==> config.mk <==
export PLATFORM = sky130hd
export DESIGN_NAME = hazard_stall_controller
export DESIGN_NICKNAME = d
export VERILOG_FILES = /design/src/rtl/hazard_stall_controller.sv
export SDC_FILE = /design/constraint.sdc
export NUM_CORES = 1
export LEC_CHECK = 0
export ABC_AREA = 1
export CAP_MARGIN = 20
export CORE_MARGIN = 2
export CORE_UTILIZATION = 50
export DETAILED_ROUTE_END_ITERATION = 10
export PLACE_DENSITY_LB_ADDON = 0.08
export SYNTH_ARGS = -nofsm -noshare
export SYNTH_HDL_FRONTEND = slang
export SYNTH_SLANG_ARGS = --single-unit
==> constraint.sdc <==
create_clock -name clk -period 2.6 [get_ports clk]
set_input_delay 0.52 -clock clk [delete_from_list [all_inputs] [get_ports clk]]
set_output_delay 0.52 -clock clk [all_outputs]
set_load 0.03 [all_outputs]
==> src/rtl/hazard_stall_controller.sv <==
// Stall/flush sequencer for the five-stage pipeline: load-use bubbles, taken-branch
// flushes, data-memory freezes with timeout, plus saturating stall/flush statistics.
module hazard_stall_controller #(
  parameter int LU_STALL_CYCLES = 1,
  parameter int WAIT_TIMEOUT    = 255
) (
  input  logic        clk,
  input  logic        rst,
  input  logic        ID_EX_MemRead,
  input  logic [4:0]  ID_EX_Rt,
  input  logic [4:0]  IF_ID_Rs,
  input  logic [4:0]  IF_ID_Rt,
  input  logic        EX_MEM_Branch,
  input  logic        EX_MEM_Zero,
  input  logic        EX_MEM_MemRead,
  input  logic        EX_MEM_MemWrite,
  input  logic        mem_ready,
  output logic        PCWrite,
  output logic        IF_ID_Write,
  output logic        ID_EX_Write,
  output logic        EX_MEM_Write,
  output logic        MEM_WB_Write,
  output logic        ID_EX_Bubble,
  output logic        IF_ID_Flush,
  output logic        ID_EX_Flush,
  output logic        EX_MEM_Flush,
  output logic [15:0] stall_count,
  output logic [15:0] flush_count,
  output logic        mem_error
);

  typedef enum logic [1:0] {
    RUN      = 2'd0,
    LU_STALL = 2'd1,
    MEM_WAIT = 2'd2
  } state_t;

  localparam logic [7:0] TIMEOUT_C = 8'(WAIT_TIMEOUT);
  localparam logic [1:0] LU_INIT_C = 2'(LU_STALL_CYCLES - 1);

  state_t      state_r;
  state_t      ret_state_r;
  logic [1:0]  lu_cnt_r;
  logic [7:0]  wait_cnt_r;

  logic        lu_hazard_s;
  logic        taken_s;
  logic        access_s;
  logic        mem_busy_s;
  logic        timeout_s;
  logic        flush_s;
  logic        lu_stall_s;
  state_t      eff_state_s;

  function automatic logic [15:0] sat_inc(input logic [15:0] value);
    sat_inc = (value == 16'hFFFF) ? value : value + 16'd1;
  endfunction

  // Hazard conditions; while frozen the resumed state decides the release cycle.
  always_comb begin
    lu_hazard_s = ID_EX_MemRead & (ID_EX_Rt != 5'd0) &
                  ((ID_EX_Rt == IF_ID_Rs) | (ID_EX_Rt == IF_ID_Rt));
    taken_s     = EX_MEM_Branch & EX_MEM_Zero;
    access_s    = (EX_MEM_MemRead | EX_MEM_MemWrite) & ~mem_ready;
    mem_busy_s  = access_s & (wait_cnt_r != TIMEOUT_C);
    timeout_s   = access_s & (wait_cnt_r == TIMEOUT_C);
    eff_state_s = (state_r == MEM_WAIT) ? ret_state_r : state_r;
    flush_s     = ~mem_busy_s & taken_s;
    if (eff_state_s == LU_STALL) begin
      lu_stall_s = ~mem_busy_s & ~taken_s;
    end else begin
      lu_stall_s = ~mem_busy_s & ~taken_s & lu_hazard_s;
    end
  end

  // Pipeline register controls: freeze beats flush beats load-use stall; reset disables all.
  always_comb begin
    PCWrite      = 1'b1;
    IF_ID_Write  = 1'b1;
    ID_EX_Write  = 1'b1;
    EX_MEM_Write = 1'b1;
    MEM_WB_Write = 1'b1;
    ID_EX_Bubble = 1'b0;
    IF_ID_Flush  = 1'b0;
    ID_EX_Flush  = 1'b0;
    EX_MEM_Flush = 1'b0;
    if (rst) begin
      PCWrite      = 1'b0;
      IF_ID_Write  = 1'b0;
      ID_EX_Write  = 1'b0;
      EX_MEM_Write = 1'b0;
      MEM_WB_Write = 1'b0;
    end else if (mem_busy_s) begin
      PCWrite      = 1'b0;
      IF_ID_Write  = 1'b0;
      ID_EX_Write  = 1'b0;
      EX_MEM_Write = 1'b0;
      MEM_WB_Write = 1'b0;
    end else if (flush_s) begin
      IF_ID_Flush  = 1'b1;
      ID_EX_Flush  = 1'b1;
      EX_MEM_Flush = 1'b1;
    end else if (lu_stall_s) begin
      PCWrite      = 1'b0;
      IF_ID_Write  = 1'b0;
      ID_EX_Bubble = 1'b1;
    end else begin
      PCWrite      = 1'b1;
    end
  end

  // Sequencer state, wait timer, sticky timeout flag and statistics.
  always_ff @(posedge clk or posedge rst) begin
    if (rst) begin
      state_r     <= RUN;
      ret_state_r <= RUN;
      lu_cnt_r    <= 2'd0;
      wait_cnt_r  <= 8'd0;
      stall_count <= 16'd0;
      flush_count <= 16'd0;
      mem_error   <= 1'b0;
    end else begin
      if (mem_busy_s) begin
        // lu_cnt is held so an interrupted stall resumes where it left off
        state_r     <= MEM_WAIT;
        ret_state_r <= eff_state_s;
        wait_cnt_r  <= wait_cnt_r + 8'd1;
      end else begin
        wait_cnt_r <= 8'd0;
        if (flush_s) begin
          state_r  <= RUN;
          lu_cnt_r <= 2'd0;
        end else if (lu_stall_s) begin
          if (eff_state_s == LU_STALL) begin
            if (lu_cnt_r <= 2'd1) begin
              state_r  <= RUN;
              lu_cnt_r <= 2'd0;
            end else begin
              state_r  <= LU_STALL;
              lu_cnt_r <= lu_cnt_r - 2'd1;
            end
          end else if (LU_STALL_CYCLES > 1) begin
            state_r  <= LU_STALL;
            lu_cnt_r <= LU_INIT_C;
          end else begin
            state_r  <= RUN;
          end
        end else begin
          state_r <= RUN;
        end
      end
      if (timeout_s) begin
        mem_error <= 1'b1;
      end else begin
        mem_error <= mem_error;
      end
      if (!PCWrite) begin
        stall_count <= sat_inc(stall_count);
      end else begin
        stall_count <= stall_count;
      end
      if (flush_s) begin
        flush_count <= sat_inc(flush_count);
      end else begin
        flush_count <= flush_count;
      end
    end
  end

endmodule

# Yosys cells after proc, flatten, opt, wreduce, memory -nomap -nowiden

Index checks and enable logic that the tools add are counted.

Bits in registers: 47
Input bits: 23
Output and inout bits: 42
Logic and storage cells: 68

Add/subtract/negate cells: 4
Order comparisons: 1
Equality and inequality tests: 8
Mux-type cells: 25
Bitwise operators: 17
Reductions and logical operators: 6

Operators by type and width:

| kind                                                | number |
|---|---|
| adder 16 x 1 -> 16 bit, second input constant       | 2 |
| == test 16 bit, second input constant               | 2 |
| two-way mux 2 bit                                   | 9 |
| two-way mux 1 bit                                   | 15 |
| == test 5 bit                                       | 2 |
| bitwise AND 1 bit                                   | 9 |
| adder 8 x 1 -> 8 bit, second input constant         | 1 |
| == test 8 bit, second input constant                | 1 |
| two-way mux 8 bit                                   | 1 |
| inequality test 8 bit, second input constant        | 1 |
| NOT 1 bit                                           | 6 |
| nonzero test 5 bit                                  | 1 |
| AND reduction 2 bit                                 | 2 |
| nonzero test 2 bit                                  | 2 |
| AND reduction 3 bit                                 | 1 |
| == test 2 x 1 -> 1 bit, second input constant       | 1 |
| == test 2 bit, second input constant                | 1 |
| <= comparator 2 x 1 -> 1 bit, second input constant | 1 |
| bitwise OR 1 bit                                    | 2 |
| subtractor 2 x 1 -> 2 bit, second input constant    | 1 |

# Logic depth before layout (Yosys ltp)

Gate-level depths: netlist (run 1).

Word-level depth: 13
Depth in mapped cells: 14

# Least setup slack after synthesis (run 1)

OpenSTA, ideal clock, no wires.

Path type: flip-flop to output port
From: reg wait_cnt_r[0]
To: out PCWrite
Arrival: 1.927 ns
Slack: 0.153 ns
Stages on the path, launching flop included: 14
Path through: dfrtp_1 -> ha_1 -> nand2_1 -> inv_2 -> nand2_4 -> nor2_8 -> nand4_4 -> nand2_4 -> inv_2 -> nor2_8 -> nand2_4 -> buf_4 -> inv_1 -> buf_4

Longest elaborated chain between the ends: 10
Elaborated cells between the ends (all ways): 11
Those cells by class: eq/ne (1); mux (5); bitwise (5)

RTL lines:

| element                          | RTL line | text |
|---|---|---|
| start: declaration               | 44       | `logic [7:0] wait_cnt_r;` |
| start signal: assignment         | 127      | `wait_cnt_r <= wait_cnt_r + 8'd1;` |
| inequality test 8 bit *          | 65       | `mem_busy_s = access_s & (wait_cnt_r != TIMEOUT_C);` |
| bitwise AND 1 bit *              | 65       |  |
| net mem_busy_s                   | 49       | `logic mem_busy_s;` |
| NOT 1 bit (no source line)       | n/a      |  |
| bitwise AND 1 bit                | 70, 72   |  |
| bitwise AND 1 bit                | 72       | `lu_stall_s = ~mem_busy_s & ~taken_s & lu_hazard_s;` |
| two-way mux 1 bit                | 69       | `if (eff_state_s == LU_STALL) begin` |
| two-way mux 1 bit (2 in a row)   | n/a      |  |
| two-way mux 1 bit * (2 in a row) | n/a      |  |
| end: declaration                 | 18       | `output logic PCWrite,` |

Mark *: on every way through the listed nets, which the timed path passes. The rest lies on a longest branch.

# Worst setup path after layout (run 1)

From: in ID_EX_Rt[0]
To: out PCWrite

Longest elaborated chain between the ends: 9
Elaborated cells between the ends (all ways): 12
Those cells by class: eq/ne (2); mux (5); bitwise (4); reduce/logical (1)

RTL lines:

| element                                                      | RTL line | text |
|---|---|---|
| start: declaration                                           | 10       | `input logic [4:0] ID_EX_Rt,` |
| == test 5 bit / nonzero test 5 bit (equally long branches)   | 62, 61   |  |
| bitwise OR 1 bit / bitwise AND 1 bit (equally long branches) | 62, 61   |  |
| bitwise AND 1 bit *                                          | 61       | `lu_hazard_s = ID_EX_MemRead & (ID_EX_Rt != 5'd0) &` |
| bitwise AND 1 bit *                                          | 72       |  |
| two-way mux 1 bit *                                          | 69       |  |
| two-way mux 1 bit *                                          | 103      | `end else if (lu_stall_s) begin` |
| two-way mux 1 bit *                                          | 99       | `end else if (flush_s) begin` |
| two-way mux 1 bit *                                          | 93       | `end else if (mem_busy_s) begin` |
| two-way mux 1 bit *                                          | 87       | `if (rst) begin` |

Mark *: on every way between the ends. The rest lies on a longest branch, timed or not.

==> qor.yml, run 1 <==
yosys:
  synthAdderAreaFrac_pct: 1.320
  ys_seq_elements: 47
  synth_cell_types: 27
  ys_seq_area_share_pct: 41.37
  netlist_instances: 381
  yosysWarnings: 0
  synth_mux_area_share_pct: 0
  synth.cell_area_um2: 2843
  synth_simple_gate_area_share_pct: 36.00
  syn-num-nets: 407
  synth-xor-area-share_pct: 7.394
  avgSynthCellArea_um2: 7.461
  synth_top_family_by_area: "simple AND/OR/NAND/NOR gates"
  synth_compound_area_share_pct: 4.621
clock_tree:
  clock-sinks: 47
  cts_buffers: 5
  clk_latency_ns: 0.31
  cts_tree: "yes"
  htree_levels: 2
  root_buffer: "clkbuf_8"
  clkTransAtPathRegs_ns: 0.09
  clk_path_buf_depth: 2
place:
  dp_hpwl_um: 4463
  place.port_buffers: 64
  dp_slack_ns: 0.007516
  gp_congestion: 0.8365
timing:
  fin_crit_sh_pct: 94.84
  setup_viol: 0
  clock_skew_ns: 0.01650
  worst_slack_ns: 0.1342
  max_slew_margin_pct: 62.26
  grt_setup_unrepaired: "yes"
  worst-slew-pin-transition_ns: 0.5618
  slew_viol_final: 0
  hold_viol: 0
  min_period_ns: 2.466
  fmax_ghz: 0.4055
critical_path:
  arrival_ns: 1.95
  worstSetupEndpointType: "primary output"
  cp_max_fo: 4
  worstPathRequired_ns: 2.08
  cp-start-kind: "primary input"
  crit_type: "primary input to primary output"
global_routing:
  overflow: 0
  track_usage_pct: 20.45
  grt_max_degree: 28
  grt_antenna_before_repair: 0
  grt_pass1_wl_um: 10410
  grtUsageMet1_pct: 27.03
  global_route.usage.met3_pct: 4.751
  busiest_layer: "met2"
  grt_pass1_vias: 2389
  met2_usage_pct: 33.56
power_and_ir_drop:
  power_w: 0.002276
  switching_power_w: 0.0008322
  p_int_w: 0.001444
  power_leakage_nw: 1.858
  swShare_pct: 36.57
  power_density_nw_per_um2: 618.2
  peakVddDrop_mv: 0.5575
  p_seq_share_pct: 41.9
  power.share.clock_pct: 24.2
  combPwrFrac_pct: 33.9
cells_and_area:
  multiInputGateArea_um2: 1410
  final_util_pct: 66.85
  layout_common_cells: "115 x nand2_1, 52 x clkdlybuf4s50_1, 47 x dfrtp_1, 45 x inv_1"
  seq_area_um2: 1176
  fillCellCount: 474
  layout_commonest_cell: "nand2_1"
  nNetsFinal: 474
  syn2layout_area_growth_pct: 29.49
  drive_above_1_share_pct: 8.909
  diodes: 0
worst_hold_path:
  holdCritPathClass: "flop to flop"
die:
  ioPinCount: 65
  fp.dieW_um: 79.40
  design.die.area_um2: 6304
  rows: 27
  start_util_pct: 51.62
  dieHeight_um: 79.40
  core_um2: 5507
detailed_routing:
  drt_first_pass_iters: 4
  via_per_inst: 4.935
  drcViolationCount: 0
  antenna_left: 0
  drt_iter0_drc: 118
  vias: 2571
  drt-total-wl_um: 5938
  wl_per_cell_um: 11.40
run:
  drv_cap: 0
outcome:
  status: "complete, no violations"
[critical path, stage by stage]
cell and delay (ns):
clkdlybuf4s50_1 0.52, inv_1 0.07, nand2_1 0.06, nand2_1 0.05, nor2_1 0.10, nand3_1 0.08
nand2_1 0.07, nand2_1 0.06, nand2_2 0.07, nand2_2 0.07, nand2_4 0.07, inv_1 0.05
buf_4 0.16
[final timing paths]
kind                               start              end  slack (ns)  cells past startpoint
max in group asynchronous            rst  flush_count[11]        1.33                      3
hold reg to reg                mem_error        mem_error        0.49                      1
setup / recovery             ID_EX_Rt[0]          PCWrite        0.13                     13
setup reg to reg           wait_cnt_r[0]   flush_count[9]        0.61                     14
min in group asynchronous            rst  stall_count[15]        0.76                      2
hold / removal                 mem_error        mem_error        0.49                      1
[cell usage after synthesis]
cell type / number / share of area (%)
a21oi_1: 6 / 1.1
a21oi_2: 2 / 0.62
a31o_2: 1 / 0.31
and3_1: 3 / 0.66
buf_2: 1 / 0.18
buf_4: 8 / 2.1
buf_6: 1 / 0.40
clkbuf_1: 2 / 0.26
dfrtp_1: 47 / 41
ha_1: 3 / 1.3
inv_1: 46 / 6.1
inv_2: 2 / 0.26
nand2_1: 117 / 15
nand2_2: 1 / 0.22
nand2_4: 4 / 1.6
nand3_1: 36 / 6.3
nand3b_1: 2 / 0.53
nand4_1: 9 / 2.0
nand4_2: 1 / 0.44
nand4_4: 1 / 0.75
nor2_1: 37 / 4.9
nor2_8: 2 / 1.4
nor3_1: 10 / 1.8
o21ai_0: 10 / 1.8
o21ai_1: 5 / 0.88
xnor2_1: 8 / 2.5
xor2_1: 16 / 4.9
[registers in the layout, summed over array words and instances (netlist names)]
signal       cells
flush_count     16
lu_cnt_r         2
mem_error        1
ret_state_r      2
stall_count     16
state_r          2
wait_cnt_r       8
[kinds of logic after synthesis]
family	Yosys count
AOI/OAI and AO/OA	24
xor gates and xnor gates	24
adders and majority gates	3
buffers and inverters	60
DFF	47
and+or+nand+nor	223
[what timing repair did]
| action | CTS | global route |
|---|---|---|
| endpoints found under the setup margin | 3 | 9 |
| resized for setup | 3 | 11 |
| buffers inserted | 0 | 1 |
| hold buffers | 0 | 0 |
[cell type report]
cell class              count  area share (%)
multi-input cells         274           38.31
flip-flops and latches     47           31.95
repair buffers             72           19.27
inverters                  48           4.895
well taps                  72           2.447
clock buffers               5           1.869
clock inverters             3           1.258
[per-stage QoR]
stage / cells / instance area (um^2) / hold slack [ns] / setup TNS, ns
after floorplan: 381 / 2843 / 0.4329 / 0
after global placement: 512 / 3540 / 0.4439 / 0
after detailed placement: 512 / 3540 / 0.4585 / 0
after CTS: 520 / 3651 / 0.4711 / 0
after global routing: 521 / 3681 / 0.5198 / -0.07444
final: 521 / 3681 / 0.4934 / 0
[layer usage]
layer	share of wire (%)	wire, um
met1	48	2854
met2	46	2720
met3	5.0	296
met4	1.1	65
met5	0	0
[power by group through the flow]
stage                     sequential, W  clock, W  combinational [W]
after detailed placement       0.000964         0           0.000773
final                          0.000953  0.000551           0.000772
after global routing           0.000972  0.000592           0.000843
after floorplan                 0.00113         0           0.000292
after CTS                      0.000952  0.000564           0.000776
after global placement         0.000963         0           0.000757
No activity file was read; power rests on OpenSTA's default activity.
==> inputs of run 2 (changes only) <==
- GPL_ROUTABILITY_DRIVEN: unset -> 0
==> results of run 2 <==
Same layout as run 1: the final DEF is identical, and so are final timing and power.
==> inputs of run 3 (changes only) <==
- GPL_TIMING_DRIVEN: unset -> 0
- clock period: 2.6 -> 2.5 ns (I/O delays scaled with it)
==> run 3 against run 2 <==
  * The run now ends with setup timing left
  * Critical endpoint unchanged
  * Clock skew shrank 0.0084 ns
  * Die area stayed put
  * Highest routed layer unchanged
  * Cell area about the same
  * Clock power is 1% lower
  * Clock-buffer cell count unchanged
==> qor.yml, run 3 (synthesis gave the netlist of run 1 again) <==
outcome:
  status: "finished with violations"
  violations: "setup timing"
power_and_ir_drop:
  power_density_nw_per_um2: 633.8  # +2.5%
  p_seq_share_pct: 42.4  # +0.5 points
  power_w: 0.002335  # +2.6%
  peakVddDrop_mv: 0.6061  # +8.7%
  swShare_pct: 36.09  # -0.48 points
  combPwrFrac_pct: 34.3  # +0.4 points
  power_leakage_nw: 1.855  # -0.18%
  p_int_w: 0.001492  # +3.4%
  switching_power_w: 0.0008426  # +1.2%
  power.share.clock_pct: 23.3  # -0.9 points
place:
  place_inst: 518  # +1.2%
  dp_slack_ns: -0.8021  # -0.8096 ns
  place.port_buffers: 64  # unchanged
  dp_hpwl_um: 4571  # +2.4%
worst_hold_path:
  holdCritPathClass: "flop to flop"
timing:
  fin_crit_sh_pct: 100.1
  slew_viol_final: 0  # unchanged
  worst_slack_ns: -0.002201  # -0.1364 ns
  worst-slew-pin-transition_ns: 0.5483  # -0.01355 ns
  grt_setup_unrepaired: "yes"
  min_period_ns: 2.502
  hold_viol: 0  # unchanged
  fmax_ghz: 0.3996
  holdWs_ns: 0.4711  # -0.02229 ns
  setup_viol: 1  # +1
  clock_skew_ns: 0.008122  # -0.008378 ns
  max_slew_margin_pct: 63.17  # +0.91 points
die:
  design.die.area_um2: 6304  # unchanged
  ioPinCount: 65  # unchanged
  dieHeight_um: 79.40  # unchanged
  start_util_pct: 51.62  # unchanged
  fp.dieW_um: 79.40  # unchanged
  rows: 27  # unchanged
  core_um2: 5507  # unchanged
detailed_routing:
  vias: 2599  # +1.1%
  drt-total-wl_um: 6102  # +2.8%
  drcViolationCount: 0  # unchanged
  drt_iter0_drc: 74  # -37%
  wl_per_cell_um: 11.60  # +1.8%
  via_per_inst: 4.941  # +0.13%
  drt_first_pass_iters: 4  # unchanged
  antenna_left: 0  # unchanged
clock_tree:
  cts_buffers: 5  # unchanged
  clk_latency_ns: 0.30  # about the same
  clkTransAtPathRegs_ns: 0.08  # about the same
  root_buffer: "clkbuf_8"
  htree_levels: 2  # unchanged
  clock-sinks: 47  # unchanged
  cts_tree: "yes"
  clk_path_buf_depth: 2  # unchanged
critical_path:
  cp-start-kind: "flop"
  crit_type: "flop to primary output"
  path_buf_inv: 4  # unchanged
  critical_path.top_delay_family: "simple AND/OR/NAND/NOR gates"
  worstPathRequired_ns: 2.00  # -0.08 ns
  cp_max_fo: 4  # unchanged
  slowest_delay_ns: 0.38  # -0.14 ns
  critPathSlowestCell: "dfrtp_1"
  worstSetupEndpointType: "primary output"
  crit_chain: "ha_1 > nand2_1 > inv_2 > nand2_4 > nor2_8 > nand4_4 > a21oi_2 > nand2_2 > nand2_4 > inv_1 > buf_4 > buf_4"
  arrival_ns: 2.00  # +0.05 ns
run:
  drv_cap: 0  # unchanged
cells_and_area:
  diodes: 0  # unchanged
  final_util_pct: 66.89  # about the same
  nNetsFinal: 480  # +1.3%
  final_cells: 526  # +0.96%
  layout_commonest_cell: "nand2_1"
  reg.largest.list: "flush_count (16), stall_count (16), wait_cnt_r (8)"
  layout_common_cells: "115 x nand2_1, 50 x clkdlybuf4s50_1, 47 x dfrtp_1, 45 x inv_1"
  syn2layout_area_growth_pct: 29.58  # about the same
  drive_above_1_share_pct: 10.13  # +1.2 points
  fillCellCount: 495  # +4.4%
global_routing:
  grt_pass1_vias: 2349  # -1.7%
  grt_antenna_before_repair: 0  # unchanged
  track_usage_pct: 20.48  # +0.024 points
  grt_pass1_wl_um: 10420  # +0.13%
  grt_max_degree: 43  # +54%
  overflow: 0  # unchanged
-- run 3: cell count changes in the layout (fill, tap and decap cells not counted), sizes merged --
cell / change
clkbuf: +7
dlygate4sd2: +5
clkdlybuf4s15: -3
dlymetal6s2s: -3
buf: +2
clkdlybuf4s50: -2
inv: -1
-- run 3: worst paths after layout --
check                               from               to  slack (ns)  cells after the start
max                        wait_cnt_r[0]          PCWrite      -0.002                     12
min in group asynchronous            rst        mem_error        0.66                      2
min reg2reg                    mem_error        mem_error        0.47                      1
min                            mem_error        mem_error        0.47                      1
max in group asynchronous            rst       state_r[0]        1.39                      3
max reg2reg                wait_cnt_r[0]  stall_count[12]        0.32                     15
-- run 3: power groups by stage --
stage          clock [W]  sequential [W]  combinational [W]
3_3_place_gp           0         0.00100           0.000791
5_1_grt         0.000597         0.00101           0.000874
2_1_floorplan          0         0.00117           0.000304
4_1_cts         0.000558        0.000988           0.000808
6_report        0.000543        0.000990           0.000801
3_5_place_dp           0         0.00100           0.000807
-- run 3: layout make-up --
cell class,instances,area [um^2],area share (%)
Buffer,11,76.32,2.072
Sequential cell,47,1176,31.93
Multi-Input combinational cell,274,1415,38.42
Timing Repair Buffer,67,639.4,17.36
Inverter,48,180.2,4.891
Clock inverter,2,37.54,1.019
Clock buffer,5,68.82,1.868
Tap cell,72,90.09,2.446
-- run 3: layer usage --
metal  vias up  GRT usage, %  routed length, um
met5         -             0                  0
met4         0         5.172                 57
met3         6         4.186                258
met2        55         33.05               2835
met1      1200         28.32               2949
li1       1338             -                  -
-- run 3: per-stage QoR --
step | TNS, ns | instance area, um^2
final | -0.002201 | 3684
after floorplan | 0 | 2843
after global placement | -17.20 | 3573
after CTS | -0.03583 | 3696
after detailed placement | -3.493 | 3593
after global routing | -0.2150 | 3684
-- run 3: timing repair --
action / CTS / global route
endpoints found under the setup margin: 9 / 9
pin swaps: 1 / 0
resized for setup: 42 / 12
hold buffers: 0 / 0
buffers inserted: 2 / 0
